`src/rtl/mem_access_pkg.sv`:
```
//------------------------------------------------------------------------------
// Module  : mem_access_pkg
// Brief   : Shared bus widths, ALU op encodings and MEM-stage FSM states.
// Revision: 1.0
//------------------------------------------------------------------------------
`default_nettype none

package mem_access_pkg;

  localparam int ALU_OP_W    = 8;
  localparam int DATA_ADDR_W = 32;
  localparam int DATA_W      = 32;
  localparam int REG_ADDR_W  = 5;
  localparam int MEM_SEL_W   = 4;

  localparam logic [ALU_OP_W-1:0] EXE_ADD_OP = 8'b0010_0000;
  localparam logic [ALU_OP_W-1:0] EXE_LB_OP  = 8'b1110_0000;
  localparam logic [ALU_OP_W-1:0] EXE_LBU_OP = 8'b1110_0100;
  localparam logic [ALU_OP_W-1:0] EXE_LH_OP  = 8'b1110_0001;
  localparam logic [ALU_OP_W-1:0] EXE_LHU_OP = 8'b1110_0101;
  localparam logic [ALU_OP_W-1:0] EXE_LW_OP  = 8'b1110_0011;
  localparam logic [ALU_OP_W-1:0] EXE_SB_OP  = 8'b1110_1000;
  localparam logic [ALU_OP_W-1:0] EXE_SH_OP  = 8'b1110_1001;
  localparam logic [ALU_OP_W-1:0] EXE_SW_OP  = 8'b1110_1011;

  typedef enum logic [1:0] {
    MEM_IDLE = 2'd0,
    MEM_WAIT = 2'd1,
    MEM_DONE = 2'd2
  } mem_state_t;

  function automatic logic is_load(input logic [ALU_OP_W-1:0] op);
    return (op == EXE_LB_OP) || (op == EXE_LBU_OP) || (op == EXE_LH_OP) ||
           (op == EXE_LHU_OP) || (op == EXE_LW_OP);
  endfunction

  function automatic logic is_store(input logic [ALU_OP_W-1:0] op);
    return (op == EXE_SB_OP) || (op == EXE_SH_OP) || (op == EXE_SW_OP);
  endfunction

endpackage

`default_nettype wire

```
`src/rtl/mem_access_align.sv`:
```
//------------------------------------------------------------------------------
// Module  : mem_access_align
// Brief   : Big-endian byte-lane steering, store replication, load extension
//           and alignment check for one data-bus access.
// Revision: 1.0
//------------------------------------------------------------------------------
`default_nettype none

module mem_access_align
  import mem_access_pkg::*;
(
  input  logic [ALU_OP_W-1:0]  aluop,
  input  logic [1:0]           offset,
  input  logic [DATA_W-1:0]    reg2,
  input  logic [DATA_W-1:0]    rdata,
  output logic [MEM_SEL_W-1:0] sel,
  output logic [DATA_W-1:0]    wdata,
  output logic [DATA_W-1:0]    ldata,
  output logic                 misalign
);

  logic [7:0]  w_byte;
  logic [15:0] w_half;

  // Offset 0 addresses the most significant lane.
  assign w_byte = rdata[{~offset, 3'b000} +: 8];
  assign w_half = offset[1] ? rdata[15:0] : rdata[31:16];

  always_comb begin
    sel      = '0;
    wdata    = '0;
    ldata    = '0;
    misalign = 1'b0;
    case (aluop)
      EXE_LB_OP, EXE_LBU_OP, EXE_SB_OP: begin
        sel   = 4'b1000 >> offset;
        wdata = {4{reg2[7:0]}};
        ldata = (aluop == EXE_LB_OP) ? {{24{w_byte[7]}}, w_byte} : {24'd0, w_byte};
      end
      EXE_LH_OP, EXE_LHU_OP, EXE_SH_OP: begin
        sel      = offset[1] ? 4'b0011 : 4'b1100;
        wdata    = {2{reg2[15:0]}};
        ldata    = (aluop == EXE_LH_OP) ? {{16{w_half[15]}}, w_half} : {16'd0, w_half};
        misalign = offset[0];
      end
      EXE_LW_OP, EXE_SW_OP: begin
        sel      = 4'b1111;
        wdata    = reg2;
        ldata    = rdata;
        misalign = |offset;
      end
      default: begin
        sel = '0;
      end
    endcase
  end

endmodule

`default_nettype wire

```
`src/rtl/mem_access.sv`:
```
//------------------------------------------------------------------------------
// Module  : mem_access
// Brief   : MEM pipeline stage running req/ack data-bus loads and stores,
//           holding the pipeline until the access completes or aborts.
// Revision: 1.0
//------------------------------------------------------------------------------
`default_nettype none

module mem_access
  import mem_access_pkg::*;
#(
  parameter int TIMEOUT_CYCLES = 16,
  parameter int CNT_W          = $clog2(TIMEOUT_CYCLES + 1)
) (
  input  logic                   clk,
  input  logic                   rst,
  input  logic                   stall_i,
  input  logic [ALU_OP_W-1:0]    aluop_i,
  input  logic [DATA_ADDR_W-1:0] mem_addr_i,
  input  logic [DATA_W-1:0]      reg2_i,
  input  logic [REG_ADDR_W-1:0]  wreg_addr_i,
  input  logic                   wreg_enable_i,
  input  logic [DATA_W-1:0]      wdata_i,
  output logic [REG_ADDR_W-1:0]  wreg_addr_o,
  output logic                   wreg_enable_o,
  output logic [DATA_W-1:0]      wdata_o,
  output logic                   stallreq_o,
  output logic                   dbus_req_o,
  output logic                   dbus_we_o,
  output logic [DATA_ADDR_W-1:0] dbus_addr_o,
  output logic [MEM_SEL_W-1:0]   dbus_sel_o,
  output logic [DATA_W-1:0]      dbus_wdata_o,
  input  logic [DATA_W-1:0]      dbus_rdata_i,
  input  logic                   dbus_ack_i,
  output logic                   mem_err_o
);

  localparam logic [CNT_W-1:0] c_cnt_last = CNT_W'(TIMEOUT_CYCLES - 1);

  mem_state_t             r_state;
  mem_state_t             w_next;
  logic [CNT_W-1:0]       r_cnt;
  logic [DATA_ADDR_W-1:0] r_addr;
  logic [MEM_SEL_W-1:0]   r_sel;
  logic                   r_we;
  logic [DATA_W-1:0]      r_wdata;
  logic [DATA_W-1:0]      r_rdata_q;
  logic                   r_abort;
  logic                   r_mem_err;

  logic                   w_is_load;
  logic                   w_is_store;
  logic                   w_start;
  logic                   w_err;
  logic                   w_stall;
  logic [MEM_SEL_W-1:0]   w_sel;
  logic [DATA_W-1:0]      w_wdata;
  logic [DATA_W-1:0]      w_ldata;
  logic                   w_misalign;

  assign w_is_load  = is_load(aluop_i);
  assign w_is_store = is_store(aluop_i);

  // Instruction inputs are held by the pipeline stall, so the aligner can
  // work straight from them during WAIT as well.
  mem_access_align u_align (
    .aluop    (aluop_i),
    .offset   (mem_addr_i[1:0]),
    .reg2     (reg2_i),
    .rdata    (dbus_rdata_i),
    .sel      (w_sel),
    .wdata    (w_wdata),
    .ldata    (w_ldata),
    .misalign (w_misalign)
  );

  always_comb begin
    w_next  = r_state;
    w_start = 1'b0;
    w_err   = 1'b0;
    w_stall = 1'b0;
    case (r_state)
      MEM_IDLE: begin
        if (w_is_load || w_is_store) begin
          w_stall = 1'b1;
          if (w_misalign) begin
            w_next = MEM_DONE;
            w_err  = 1'b1;
          end else begin
            w_next  = MEM_WAIT;
            w_start = 1'b1;
          end
        end
      end
      MEM_WAIT: begin
        w_stall = 1'b1;
        // An ack on the final allowed cycle still counts as success.
        if (dbus_ack_i) begin
          w_next = MEM_DONE;
        end else if (r_cnt == c_cnt_last) begin
          w_next = MEM_DONE;
          w_err  = 1'b1;
        end
      end
      MEM_DONE: begin
        if (!stall_i) begin
          w_next = MEM_IDLE;
        end
      end
      default: begin
        w_next = MEM_IDLE;
      end
    endcase
  end

  always_ff @(posedge clk) begin
    if (!rst) begin
      r_state   <= MEM_IDLE;
      r_cnt     <= '0;
      r_addr    <= '0;
      r_sel     <= '0;
      r_we      <= 1'b0;
      r_wdata   <= '0;
      r_rdata_q <= '0;
      r_abort   <= 1'b0;
      r_mem_err <= 1'b0;
    end else begin
      r_state   <= w_next;
      r_mem_err <= w_err;
      if (w_start) begin
        r_addr    <= {mem_addr_i[DATA_ADDR_W-1:2], 2'b00};
        r_sel     <= w_sel;
        r_we      <= w_is_store;
        r_wdata   <= w_wdata;
        r_cnt     <= '0;
        r_rdata_q <= '0;
      end else if (r_state == MEM_WAIT) begin
        r_cnt <= r_cnt + CNT_W'(1);
        if (dbus_ack_i) begin
          r_rdata_q <= w_ldata;
        end
      end
      if (w_err) begin
        r_abort <= 1'b1;
      end else if ((r_state == MEM_DONE) && !stall_i) begin
        r_abort <= 1'b0;
      end
    end
  end

  always_comb begin
    wreg_addr_o   = '0;
    wreg_enable_o = 1'b0;
    wdata_o       = '0;
    stallreq_o    = 1'b0;
    dbus_req_o    = 1'b0;
    dbus_we_o     = 1'b0;
    dbus_addr_o   = '0;
    dbus_sel_o    = '0;
    dbus_wdata_o  = '0;
    mem_err_o     = 1'b0;
    if (rst) begin
      wreg_addr_o   = wreg_addr_i;
      wreg_enable_o = wreg_enable_i && !w_is_store &&
                      !(w_is_load && ((r_state != MEM_DONE) || r_abort));
      wdata_o       = (w_is_load && (r_state == MEM_DONE)) ? r_rdata_q : wdata_i;
      stallreq_o    = w_stall;
      dbus_req_o    = (r_state == MEM_WAIT);
      dbus_we_o     = r_we;
      dbus_addr_o   = r_addr;
      dbus_sel_o    = r_sel;
      dbus_wdata_o  = r_wdata;
      mem_err_o     = r_mem_err;
    end
  end

endmodule

`default_nettype wire

```
`config.mk`:
```
export PLATFORM = sky130hd
export DESIGN_NAME = mem_access
export DESIGN_NICKNAME = d
export VERILOG_FILES = /design/src/rtl/mem_access_pkg.sv /design/src/rtl/mem_access_align.sv /design/src/rtl/mem_access.sv
export SDC_FILE = /design/constraint.sdc
export NUM_CORES = 1
export LEC_CHECK = 0
export CORE_MARGIN = 2
export CORE_UTILIZATION = 30
export DETAILED_ROUTE_END_ITERATION = 8
export SLEW_MARGIN = 20
export SYNTH_ARGS = -nofsm -noshare
export SYNTH_HDL_FRONTEND = slang
export SYNTH_SLANG_ARGS = --single-unit
```
`constraint.sdc`:
```
create_clock -name clk -period 5.35 [get_ports clk]
set_clock_uncertainty 0.1 [all_clocks]
set_input_delay 0.535 -clock clk [delete_from_list [all_inputs] [get_ports clk]]
set_output_delay 0.535 -clock clk [all_outputs]
set_load 0.1 [all_outputs]
```
# Word-level counts from Yosys, hierarchy flattened
# Cells that the tools add are included.
dict set report word_totals {
  reg_bits 108
  inputBits 146
}
dict set report op_classes {
  addsub 1
  n_eq_ne 15
  n_shift 2
  muxes 37
  bitwise 2
  n_reduce_logical 25
}
# cell n
set op_table {}
lappend op_table {{2-to-1 mux 32 bit} 6}
lappend op_table {{case mux 32 bit (3 select lines)} 2}
lappend op_table {{equality test 8 bit (second input constant)} 8}
lappend op_table {{indexed part select 32 x 6 -> 8 bit} 1}
lappend op_table {{2-to-1 mux 16 bit} 1}
lappend op_table {{2-to-1 mux 1 bit} 15}
lappend op_table {{case mux 4 bit (3 select lines)} 1}
lappend op_table {{2-to-1 mux 2 bit} 5}
lappend op_table {{logical OR 1 bit} 8}
lappend op_table {{2-to-1 mux 4 bit} 2}
lappend op_table {{!= test 2 bit (second input constant)} 3}
lappend op_table {{case mux 1 bit (2 select lines)} 3}
lappend op_table {{case mux 2 bit (3 select lines)} 1}
lappend op_table {{OR reduction 2 bit} 3}
lappend op_table {{OR reduction 3 bit} 2}
lappend op_table {{adder 5 x 1 -> 5 bit (second input constant)} 1}
lappend op_table {{equality test 5 x 4 -> 1 bit (second input constant)} 1}
lappend op_table {{logical AND 1 bit} 5}
lappend op_table {{2-to-1 mux 5 bit} 1}
lappend op_table {{right shift 4 x 2 -> 4 bit (first input constant)} 1}
lappend op_table {{logical NOT 1 bit} 3}
lappend op_table {{!= test 3 bit (second input constant)} 1}
lappend op_table {{AND reduction 3 bit} 1}
lappend op_table {{equality test 2 x 1 -> 1 bit (second input constant)} 1}
lappend op_table {{6 further kinds} 6}

# Logic depth before layout (Yosys ltp)
# Gate-level depths: netlist (run 1).
dict set report logic_depth {
  depth_word 9
  mapped_depth 7
}

# Cells and area by module
# From an unflattened synthesis (run 1), not the netlist that was laid out.
dict set report hier_totals {
  cells_unflattened 816
  area_unflattened_um2 6500.0
}
# mod n_inst cells_each area_per_inst_um2
set by_module_without_submodules {}
lappend by_module_without_submodules {mem_access 1 676 5206.2}
lappend by_module_without_submodules {mem_access_align 1 140 1293.7}

# Worst setup path after synthesis (run 1)
# OpenSTA, ideal clock, no wires.
dict set report synth_timing {
  path_kind {input -> output}
  start {input aluop_i[0]}
  end {output wdata_o[10]}
  t_arrival_ns 3.089
  required_ns 4.715
  slack_ns 1.626
  stages 6
  n_path_buf 2
  path_cell_list {clkbuf_4 -> nand3b_1 -> a2111oi_4 -> buf_2 -> nand2_1 -> a21oi_1}
}
dict set report synth_between {
  elab_chain_cells 8
  word_cells_on_any_way 12
  classes_between {5 x eq/ne; 2 x mux; 5 x reduce/logical}
}
# item line
set synth_lines {}
lappend synth_lines {{start, declared} mem_access.sv:18} ;# input logic [ALU_OP_W-1:0] aluop_i,
lappend synth_lines {{equality test 8 bit} mem_access_pkg.sv:33} ;# return (op == EXE_LB_OP) || (op == EXE_LBU_OP) || (op == EXE_LH_OP) ||
lappend synth_lines {{logical OR 1 bit (3 in a row)} mem_access_pkg.sv:33}
lappend synth_lines {{logical OR 1 bit (*)} mem_access_pkg.sv:34} ;# (op == EXE_LHU_OP) || (op == EXE_LW_OP);
lappend synth_lines {{logical AND 1 bit (*)} mem_access.sv:166} ;# wdata_o = (w_is_load && (r_state == MEM_DONE)) ? r_rdata_q : wdata_i;
lappend synth_lines {{2-to-1 mux 32 bit (*)} mem_access.sv:166}
lappend synth_lines {{2-to-1 mux 32 bit (*)} mem_access.sv:162} ;# if (rst) begin
lappend synth_lines {{end, declared} mem_access.sv:26} ;# output logic [DATA_W-1:0] wdata_o,
# Every way passes the cells marked *; elsewhere a longest branch is shown, timed or not.

# Worst setup path after layout (run 1)
dict set report layout_timing {
  start {input aluop_i[1]}
  end {output wreg_enable_o}
}
dict set report layout_between {
  elab_chain_cells 9
  word_cells_on_any_way 20
  classes_between {8 x eq/ne; 1 x mux; 11 x reduce/logical}
}
# item line
set layout_lines {}
lappend layout_lines {{equality test 8 bit} mem_access_pkg.sv:33}
lappend layout_lines {{logical OR 1 bit (3 in a row)} mem_access_pkg.sv:33}
lappend layout_lines {{logical OR 1 bit} mem_access_pkg.sv:34}
lappend layout_lines {{logical AND 1 bit} mem_access.sv:165} ;# !(w_is_load && ((r_state != MEM_DONE) || r_abort));
lappend layout_lines {{logical NOT 1 bit} mem_access.sv:165}
lappend layout_lines {{logical AND 1 bit (*)} mem_access.sv:164} ;# wreg_enable_o = wreg_enable_i && !w_is_store &&
lappend layout_lines {{2-to-1 mux 1 bit (*)} mem_access.sv:162}
lappend layout_lines {{end, declared} mem_access.sv:25} ;# output logic wreg_enable_o,
# Marks and branches as above.

==> run summary, run 1 <==
Tcrit/Tclk final -> 0.7734
Slew Viols, Final -> 0
Synth Area in Adders -> 0.004057
Setup CP Type -> input port to output port
CP Buf/Inv Count -> 2
IO buf count -> 253
Post-Syn Instances -> 772
antenna diode count -> 0
top-area cell type share of the netlist area -> 0.3505
Post-Synth XOR/XNOR Area -> 0.004260
fmax -> 241.7 MHz
Core Region -> 20230 um2
initial antenna violation count -> 0
Post-synth EDFFs -> 0
Worst Path Max Fanout -> 18
top sig layer -> met4
Largest delay share family, worst path -> buffers and inverters
Worst-path clk slew -> 0.08 ns
Initial Utilization -> 0.3048
clk root buf -> clkbuf_16
share of synthesized registers carrying an async set or reset -> 0
largest net degree at the start of global routing -> 54
Syn Area/Cell -> 7.990 um2
leakage -> 3.255 nW
post-synthesis cell type count -> 71
Avg WL per Cell -> 17.73 um
cts bufs inserted -> 9
Total Nets Final -> 1118
Cell Rows -> 52
main combinational cell family by area after synthesis -> compound AO/OA/AOI/OAI gates
Pwr Density -> 212.1 nW/um2
htree depth -> 3
drt initial violations -> 423
crit-path cells -> clkdlybuf4s50_1, and2b_1, or4b_1, and4_1, clkdlybuf4s50_1
post-route DRC violation count -> 0
global-route wire length before repair -> 35.02 mm
most used cell, CP -> clkdlybuf4s50_1
max incr delay on CP -> 0.97 ns
Compound-Gate Fraction of Synth Area -> 0.2980
Synth Flop Type -> dfxtp_1
# fillers -> 2064
Final Routed Wirelength -> 22.08 mm
Period minus WS final -> 4.138 ns
DR vias/cell -> 5.210
die area -> 21720 um2
routability cong. -> 0.8411
status -> finished clean
RSZ-0062 raised after global routing -> false
final setup vio count -> 0
GRT Overall Usage -> 0.2000
clk buf depth -> 2
Slowest-stage cell, CP -> clkdlybuf4s50_1
Mapped Area -> 6168 um2
Die W -> 147.4 um
GRT Residual Overflow -> 0
setup TNS -> 0 ns
CP startpoint kind -> input port
Die Ht -> 147.4 um
Routed Antenna Nets -> 0
WP data arrival -> 3.50 ns
layout cells sized above 1 -> 0.1036
clock sink total -> 108
area delta synth->final -> 47.63%
register-to-register setup slack -> 2.95 ns
TritonCTS clock tree -> done
CP required -> 4.72 ns
Synth area leader -> dfxtp_1
Worst Tran Pin Value -> 1.061 ns
met2 wire length -> 10.14 mm
Routed met1 length -> 10.04 mm
Hold Vio Cnt, Final -> 0
# Post-CTS Setup Buffers -> 0
simple logic cell fraction of the synthesized area -> 0.2394
vias in the first global route -> 6246
via count -> 6486
number of placed I/O pins -> 256
maximum vdd drop -> 0.1395 mV
Setup crit end kind -> output port
#FFs+latches synth -> 108
synth warn -> 0
Slew HR -> 0.2916
main area contributors after synthesis -> dfxtp_1 (35%), a21oi_1 (8.0%), nand2_1 (7.5%)
Max-Cap Viols -> 0
sequential area share after synthesis -> 0.3505
clk_lat worst skew -> 0.35 ns
PostCTS Resize Cnt -> 0
count of hold buffers inserted by post-cts repair -> 0
Final Core Density -> 0.4500
DP HPWL -> 15.61 mm
first-pass detailed-route iteration total -> 5
Worst Hold Class -> flip-flop to flip-flop
metal3 WL -> 1.294 mm
multiplexer share of the synthesized area -> 0.03245
## sequential cells by signal (all words and copies together) (netlist names)
name       flops
r_we           1
r_rdata_q     32
r_addr        30
r_abort        1
r_sel          4
r_state        2
r_mem_err      1
r_wdata       32
r_cnt          5
## cell usage in the layout (no fill, tap or decap), types with 3 or more instances in the layout
cell type        instances
a221oi_1                 7
clkinv_4                 3
a22o_1                  25
dfxtp_1                108
a32oi_1                 27
nand3_1                 40
o21ai_1                  7
mux4_2                   8
clkbuf_16                9
buf_12                  10
nand2b_1                 3
o21ai_0                 52
inv_1                   18
nand4_1                  9
nand2_1                123
and2_1                  59
a311oi_1                 8
nor2_1                  20
buf_4                   33
a311oi_2                10
clkdlybuf4s50_1        219
a21oi_1                 98
nor3_1                   8
nand3b_1                 3
a211oi_1                 3
## per-layer routing
layer,vias to the layer above,track usage
met4,0,0.06683
met3,31,0.03210
met2,227,0.3157
met5,-,0
met1,3032,0.2793
li1,3196,-
## power breakdown
part,total [mW],internal [mW],switching [mW]
logic,0.461,0.174,0.287
registers,0.813,0.810,0.00282
clock network,0.657,0.326,0.331
total,1.93,1.31,0.621
## path summary, 6_finish.rpt
path / from / end / cells past startpoint
hold reg to reg: r_wdata[27]$_SDFFE_PN0P_ / r_wdata[27]$_SDFFE_PN0P_ / 2
setup / recovery: aluop_i[1] / wreg_enable_o / 5
setup reg to reg: r_state[0]$_SDFFE_PN0P_ / r_wdata[17]$_SDFFE_PN0P_ / 5
hold / removal: r_wdata[27]$_SDFFE_PN0P_ / r_wdata[27]$_SDFFE_PN0P_ / 2
## cells in the mapped netlist, types with 5 or more instances
cell	n
o21ai_1	8
o21ai_0	52
mux4_2	8
a21oi_1	98
nand3_1	40
nor3_1	9
nand4_1	9
and2_1	59
inv_1	19
a311oi_1	8
nor2_1	20
a311oi_2	10
buf_2	25
a221oi_1	7
a32oi_1	27
clkbuf_1	42
buf_4	5
nand2_1	123
a22o_1	25
dfxtp_1	108
## cell families (layout without fill, tap and decap cells)
group,after synthesis,after routing
AND/OR/NAND/NOR,288,288
AO/OA/AOI/OAI,262,262
flip-flops,108,108
buffers and inverters,98,300
multiplexers,10,10
XOR/XNOR,3,3
adder cells (fa/ha/maj),2,2
other,1,2
## metrics by stage
step	hold WS, ns	cell area, um2	cells	setup WS [ns]	total power, mW
2_1_floorplan	0.3373	6172	773	1.626	1.105
3_3_place_gp	0.3484	8802	1229	1.238	1.293
3_5_place_dp	0.3539	8802	1229	1.238	1.293
4_1_cts	0.3657	9092	1245	1.217	1.954
5_1_grt	0.3845	9106	1245	1.101	2.010
6_report	0.3628	9106	1245	1.212	1.932
## worst register-to-register path: cells and delay by family (launching register included)
| kind | cells | cell delay (ns) |
|---|---|---|
| AOI/OAI and AO/OA | 2 | 0.85 |
| buffers and inverters | 1 | 0.46 |
| DFF | 1 | 0.40 |
| and+or+nand+nor | 2 | 0.53 |
## layout make-up
class / instances / area (um2) / share of cell area
Multi-Input combinational cell: 567 / 3592 / 0.3945
Timing Repair Buffer: 263 / 2645 / 0.2905
Sequential cell: 108 / 2162 / 0.2374
Tap cell: 270 / 337.8 / 0.03710
Clock buffer: 10 / 229.0 / 0.02514
Inverter: 21 / 78.83 / 0.008656
Clock inverter: 6 / 61.31 / 0.006733
Power figures use the tool's default switching activity.
==> run 2: changes to the inputs <==
clock period = 3.5 ns   (was 5.35 ns; I/O delays follow)
==> run 2 against run 1 <==
Compared with the run above:
- non-clock buffer count is 15 higher
- sequential share of layout area decreased by 0.58 points
- worst setup slack got worse by 0.59 ns
- register-to-register slack lost 1.6 ns
- clock power is 55% higher
- critical path type unchanged
- largest power group unchanged
==> run summary, run 2 (synthesis gave the netlist of run 1 again) <==
Tcrit/Tclk final -> 0.8237
Worst Path Max Fanout -> 32 (was 18)
area delta synth->final -> 51.30% (was 47.63%)
initial antenna violation count -> 1 (was 0)
clk buf depth -> 2 (unchanged)
TritonCTS clock tree -> done (unchanged)
Initial Utilization -> 0.3048 (unchanged)
post-route DRC violation count -> 0 (unchanged)
metal3 WL -> 1.192 mm (was 1.294 mm)
top sig layer -> met4 (unchanged)
Avg WL per Cell -> 17.94 um (was 17.73 um)
maximum vdd drop -> 0.2238 mV (was 0.1395 mV)
leakage -> 3.571 nW (was 3.255 nW)
first-pass detailed-route iteration total -> 5 (unchanged)
Slew HR -> 0.4525 (was 0.2916)
Final Routed Wirelength -> 22.63 mm (was 22.08 mm)
Cell Rows -> 52 (unchanged)
Period minus WS final -> 2.883 ns
Pwr Density -> 323.7 nW/um2 (was 212.1 nW/um2)
PostCTS Resize Cnt -> 0 (unchanged)
Worst Hold Class -> flip-flop to flip-flop (unchanged)
area of the multi-input gates -> 3578 um2 (was 3592 um2)
setup TNS -> 0 ns (unchanged)
Slew Viols, Final -> 0 (unchanged)
count of hold buffers inserted by post-cts repair -> 0 (unchanged)
Setup CP Type -> input port to output port (unchanged)
cts bufs inserted -> 9 (unchanged)
most common cell after layout, fill and taps aside -> clkdlybuf4s50_1 (unchanged)
# Post-CTS Setup Buffers -> 0 (unchanged)
Worst-path clk slew -> 0.07 ns (was 0.08 ns)
final setup vio count -> 0 (unchanged)
WP data arrival -> 2.43 ns (was 3.50 ns)
Die Ht -> 147.4 um (unchanged)
final hold slack -> 0.3628 ns (about the same)
clk root buf -> clkbuf_16 (unchanged)
# fillers -> 2004 (was 2064)
Worst Tran Pin Value -> 0.8201 ns (was 1.061 ns)
largest net degree at the start of global routing -> 51 (was 54)
routability cong. -> 0.8678 (was 0.8411)
layout cells sized above 1 -> 0.1919 (was 0.1036)
dpl cells -> 1244 (was 1229)
clk_lat worst skew -> 0.35 ns (about the same)
DP HPWL -> 16.30 mm (was 15.61 mm)
clock sink total -> 108 (unchanged)
largest registers -> r_rdata_q: 32 flops, r_wdata: 32 flops, r_addr: 30 flops (unchanged)
CP startpoint kind -> input port (unchanged)
GRT Residual Overflow -> 0 (unchanged)
global-route wire length before repair -> 35.11 mm (was 35.02 mm)
met2 wire length -> 10.73 mm (was 10.14 mm)
most frequent cells in the layout -> clkdlybuf4s50_1 (144), nand2_1 (123), dfxtp_1 (108) (was clkdlybuf4s50_1 (219), nand2_1 (123), dfxtp_1 (108))
Total Nets Final -> 1133 (was 1118)
Non-Filler Instances -> 1261 (was 1245)
die area -> 21720 um2 (unchanged)
via count -> 6517 (was 6486)
Max-Cap Viols -> 0 (unchanged)
Routed Antenna Nets -> 0 (unchanged)
drt initial violations -> 365 (was 423)
crit-path cells -> clkdlybuf4s50_1, nand3b_1, a2111oi_4, buf_4, nand2_1, a21oi_1, buf_12 (was clkdlybuf4s50_1, and2b_1, or4b_1, and4_1, clkdlybuf4s50_1)
Setup crit end kind -> output port (unchanged)
CP required -> 3.05 ns (was 4.72 ns)
max incr delay on CP -> 0.43 ns (was 0.97 ns)
vias in the first global route -> 6310 (was 6246)
IO buf count -> 253 (unchanged)
Routed met1 length -> 10.15 mm (was 10.04 mm)
GRT Overall Usage -> 0.2022 (was 0.2000)
status -> finished clean (unchanged)
register area -> 2162 um2 (unchanged)
htree depth -> 3 (unchanged)
number of placed I/O pins -> 256 (unchanged)
fmax -> 346.9 MHz
RSZ-0062 raised after global routing -> false (unchanged)
Slowest-stage cell, CP -> clkdlybuf4s50_1 (unchanged)
Die W -> 147.4 um (unchanged)
Core Region -> 20230 um2 (unchanged)
DR vias/cell -> 5.168 (was 5.210)
Hold Vio Cnt, Final -> 0 (unchanged)
[run 2: changes by cell type in the layout (fill, tap and decap cells not counted), moves of 3 or more]
cell	previous run	this run
clkdlybuf4s50_1	219	144
buf_4	33	98
buf_12	10	35
inv_6	0	5
clkinv_4	3	0
[run 2: layout make-up]
| type | count | share of cell area |
|---|---|---|
| flip-flops and latches | 108 | 0.2317 |
| repair buffers | 278 | 0.3089 |
| diodes | 1 | 0.0002681 |
| clock inverters | 6 | 0.005497 |
| well taps | 270 | 0.03620 |
| inverters | 21 | 0.008446 |
| multi-input cells | 567 | 0.3834 |
| clock buffers | 10 | 0.02561 |
[run 2: where the power goes]
group          switching, mW  internal, mW
Clock                  0.505         0.516
Combinational          0.450         0.307
Sequential           0.00432          1.24
Total                  0.959          2.06
[run 2: worst paths after layout]
check	to	startpoint	cells after the start	slack (ns)
max	wdata_o[15]	aluop_i[2]	7	0.62
min	r_wdata[8]$_SDFFE_PN0P_	r_wdata[8]$_SDFFE_PN0P_	2	0.36
max reg2reg	r_wdata[11]$_SDFFE_PN0P_	r_state[0]$_SDFFE_PN0P_	4	1.40
min reg2reg	r_wdata[8]$_SDFFE_PN0P_	r_wdata[8]$_SDFFE_PN0P_	2	0.36
[run 2: metrics by stage]
stage / util / total power [mW] / worst slack [ns] / area [um2]
after CTS: 0.4611 / 3.056 / 0.5807 / 9330
after floorplan: - / 1.688 / 0.1464 / 6172
final: 0.4612 / 3.021 / 0.6172 / 9333
after global routing: 0.4612 / 3.132 / 0.4798 / 9333
after global placement: 0.4468 / 2.031 / 0.5827 / 9040
after detailed placement: 0.4468 / 2.030 / 0.5835 / 9040
[run 2: routing by layer]
layer | up-vias | global-route usage
met5 | - | 0
met4 | 0 | 0.06154
met3 | 24 | 0.03272
met2 | 225 | 0.3320
met1 | 3044 | 0.2742
li1 | 3224 | -
[run 2: worst max-delay path: cells and delay by family]
family	cells	cell delay [ns]
buffers and inverters	3	1.01
AOI/OAI and AO/OA	2	0.63
and+or+nand+nor	2	0.40
==> run 3: changes to the inputs <==
clock period = 2.4 ns   (was 3.5 ns; I/O delays follow)
==> run 3 against run 2 <==
Compared with the run above:
- non-clock buffer count grew 46
- cell count rose by 3.5%
- worst setup slack got worse by 0.52 ns
- die area stayed put
- combinational power grew 64%
- critical path type unchanged
- global-route usage rose by 1.1 points
==> run summary, run 3 (synthesis gave the netlist of run 1 again) <==
status -> finished clean (unchanged)
GRT Residual Overflow -> 0 (unchanged)
Cell Rows -> 52 (unchanged)
clk_lat worst skew -> 0.35 ns (about the same)
most used cell, CP -> buf_12
cts bufs inserted -> 9 (unchanged)
fmax -> 433.4 MHz
Slowest-stage cell, CP -> a2111oi_4 (was clkdlybuf4s50_1)
Critical Path Stages -> 8 (was 7)
CP required -> 2.06 ns (was 3.05 ns)
met1 GRT Util -> 0.2934 (was 0.2742)
Reg-to-Reg Start -> r_state[1]$_SDFFE_PN0P_ (was r_state[0]$_SDFFE_PN0P_)
initial antenna violation count -> 0 (was 1)
die area -> 21720 um2 (unchanged)
routability cong. -> 0.9120 (was 0.8678)
Routed Antenna Nets -> 0 (unchanged)
Worst setup startpoint -> aluop_i[4] (was aluop_i[2])
most frequent cells in the layout -> clkdlybuf4s50_1 (136), nand2_1 (115), dfxtp_1 (108) (was clkdlybuf4s50_1 (144), nand2_1 (123), dfxtp_1 (108))
GRT Overall Usage -> 0.2129 (was 0.2022)
via count -> 6807 (was 6517)
clk root buf -> clkbuf_16 (unchanged)
max incr delay on CP -> 0.38 ns (was 0.43 ns)
DP HPWL -> 17.19 mm (was 16.30 mm)
reg-to-reg endpoint -> r_wdata[30]$_SDFFE_PN0P_ (was r_wdata[11]$_SDFFE_PN0P_)
Setup CP Type -> input port to output port (unchanged)
Slew HR -> 0.5147 (was 0.4525)
hold path depth -> 3 (was 2)
GRT met3 Usage -> 0.03364 (was 0.03272)
r2r worst-path depth -> 6 (was 4)
Tcrit/Tclk final -> 0.9613
Hold Vio Cnt, Final -> 0 (unchanged)
leakage -> 4.061 nW (was 3.571 nW)
total power -> 4.518 mW (was 3.021 mW)
first-pass detailed-route iteration total -> 5 (unchanged)
drt initial violations -> 408 (was 365)
Worst-path clk slew -> 0.07 ns (about the same)
post-route DRC violation count -> 0 (unchanged)
register-to-register setup slack -> 0.28 ns (was 1.40 ns)
area of the multi-input gates -> 3951 um2 (was 3578 um2)
layout cells sized above 1 -> 0.2676 (was 0.1919)
Total Nets Final -> 1179 (was 1133)
htree depth -> 3 (unchanged)
clk buf depth -> 2 (unchanged)
TritonCTS clock tree -> done (unchanged)
Die Ht -> 147.4 um (unchanged)
# fillers -> 1837 (was 2004)
Setup WS pre-CTS -> -0.1415 ns (was 0.5835 ns)
largest net degree at the start of global routing -> 59 (was 51)
Worst Path Max Fanout -> 16 (was 32)
antenna diode count -> 0 (was 1)
Pwr Density -> 415.6 nW/um2 (was 323.7 nW/um2)
maximum vdd drop -> 0.3109 mV (was 0.2238 mV)
Largest delay share family, worst path -> buffers and inverters (unchanged)
largest registers -> r_rdata_q: 32 flops, r_wdata: 32 flops, r_addr: 30 flops (unchanged)
final setup vio count -> 0 (unchanged)
Worst Setup EP -> wdata_o[7] (was wdata_o[15])
most common cell after layout, fill and taps aside -> clkdlybuf4s50_1 (unchanged)
Most Used Layer, Global Route -> met2 (unchanged)
count of hold buffers inserted by post-cts repair -> 0 (unchanged)
vias in the first global route -> 6632 (was 6310)
Worst Tran Pin Value -> 0.7230 ns (was 0.8201 ns)
area delta synth->final -> 76.25% (was 51.30%)
Setup crit end kind -> output port (unchanged)
CP Buf/Inv Count -> 4 (was 3)
Final Routed Wirelength -> 23.47 mm (was 22.63 mm)
Slew Viols, Final -> 0 (unchanged)
Period minus WS final -> 2.307 ns
RSZ-0062 raised after global routing -> false (unchanged)
number of placed I/O pins -> 256 (unchanged)
IO buf count -> 253 (unchanged)
clock sink total -> 108 (unchanged)
DR vias/cell -> 5.216 (was 5.168)
CP startpoint kind -> input port (unchanged)
Setup WS post-layout -> 0.09280 ns (was 0.6172 ns)
Max-Cap Viols -> 0 (unchanged)
register area -> 2162 um2 (unchanged)
met2 Track Usage GR -> 0.3451 (was 0.3320)
Worst Hold Class -> input port to flip-flop (was flip-flop to flip-flop)
crit-path cells -> dlygate4sd2_1, nand4b_4, a2111oi_4, buf_4, buf_12, nand2_1, a21oi_4, buf_12 (was clkdlybuf4s50_1, nand3b_1, a2111oi_4, buf_4, nand2_1, a21oi_1, buf_12)
Avg WL per Cell -> 17.98 um (was 17.94 um)
global-route wire length before repair -> 36.76 mm (was 35.11 mm)
Die W -> 147.4 um (unchanged)
Initial Utilization -> 0.3048 (unchanged)
WP data arrival -> 1.97 ns (was 2.43 ns)
Core Region -> 20230 um2 (unchanged)
-- run 3: cell count changes in the layout (fill, tap and decap cells not counted), sizes merged --
cell	previous run	this run
dlygate4sd2	0	7
dlymetal6s2s	0	1
inv	25	21
diode	1	0
clkdlybuf4s50	144	136
buf	134	180
clkinv	1	5
clkinvlp	1	0
-- run 3: per-layer routing --
| metal | part of all wire | wire (um) |
|---|---|---|
| met1 | 0.45 | 10640 |
| met5 | 0 | 0 |
| met3 | 0.053 | 1233 |
| met4 | 0.023 | 530 |
| met2 | 0.47 | 11060 |
-- run 3: how the worst min path moves through the flow --
stage	start	end	slack [ns]
4_1_cts	mem_addr_i[2]	r_addr[2]$_SDFFE_PN0P_	0.33
3_5_place_dp	r_wdata[8]$_SDFFE_PN0P_	r_wdata[8]$_SDFFE_PN0P_	0.35
6_report	mem_addr_i[2]	r_addr[2]$_SDFFE_PN0P_	0.34
3_3_place_gp	r_wdata[25]$_SDFFE_PN0P_	r_wdata[25]$_SDFFE_PN0P_	0.35
5_1_grt	mem_addr_i[24]	r_addr[24]$_SDFFE_PN0P_	0.34
2_1_floorplan	mem_addr_i[10]	r_addr[10]$_SDFFE_PN0P_	0.29
-- run 3: report_power, final --
part           leakage [nW]  internal (mW)  switching [mW]
registers             0.871           1.81         0.00595
clock network         0.141          0.743           0.720
logic                  3.05          0.538           0.705
total                  4.06           3.09            1.43
-- run 3: cell type report --
type,instances,share of cell area
Clock inverter,5,0.004258
Timing Repair Buffer,324,0.3729
Multi-Input combinational cell,567,0.3634
Tap cell,270,0.03107
Clock buffer,10,0.02198
Sequential cell,108,0.1989
Inverter,21,0.007481
-- run 3: worst reg2reg max path: cells and delay by family (launching register included) --
kind                   cells  cell delay [ns]
AND/OR/NAND/NOR            2             0.63
AO/OA/AOI/OAI              2             0.61
buffers and inverters      2             0.37
flip-flops                 1             0.34
-- run 3: metrics by stage --
step | setup TNS (ns) | cells | hold WS [ns] | utilization | area (um2)
2_1_floorplan | -0.1866 | 773 | 0.2877 | - | 6518
3_3_place_gp | -8.442 | 1282 | 0.3480 | 0.5170 | 10460
3_5_place_dp | -9.705 | 1282 | 0.3537 | 0.5170 | 10460
4_1_cts | 0 | 1305 | 0.3285 | 0.5374 | 10870
5_1_grt | 0 | 1305 | 0.3448 | 0.5373 | 10870
6_report | 0 | 1305 | 0.3380 | 0.5373 | 10870
-- run 3: timing repair --
action / in CTS / in global routing
pin swaps: 4 / 2
gates cloned: 3 / 0
setup buffers: 5 / 0
resized for setup: 18 / 2
endpoints found under the setup margin: 33 / 16
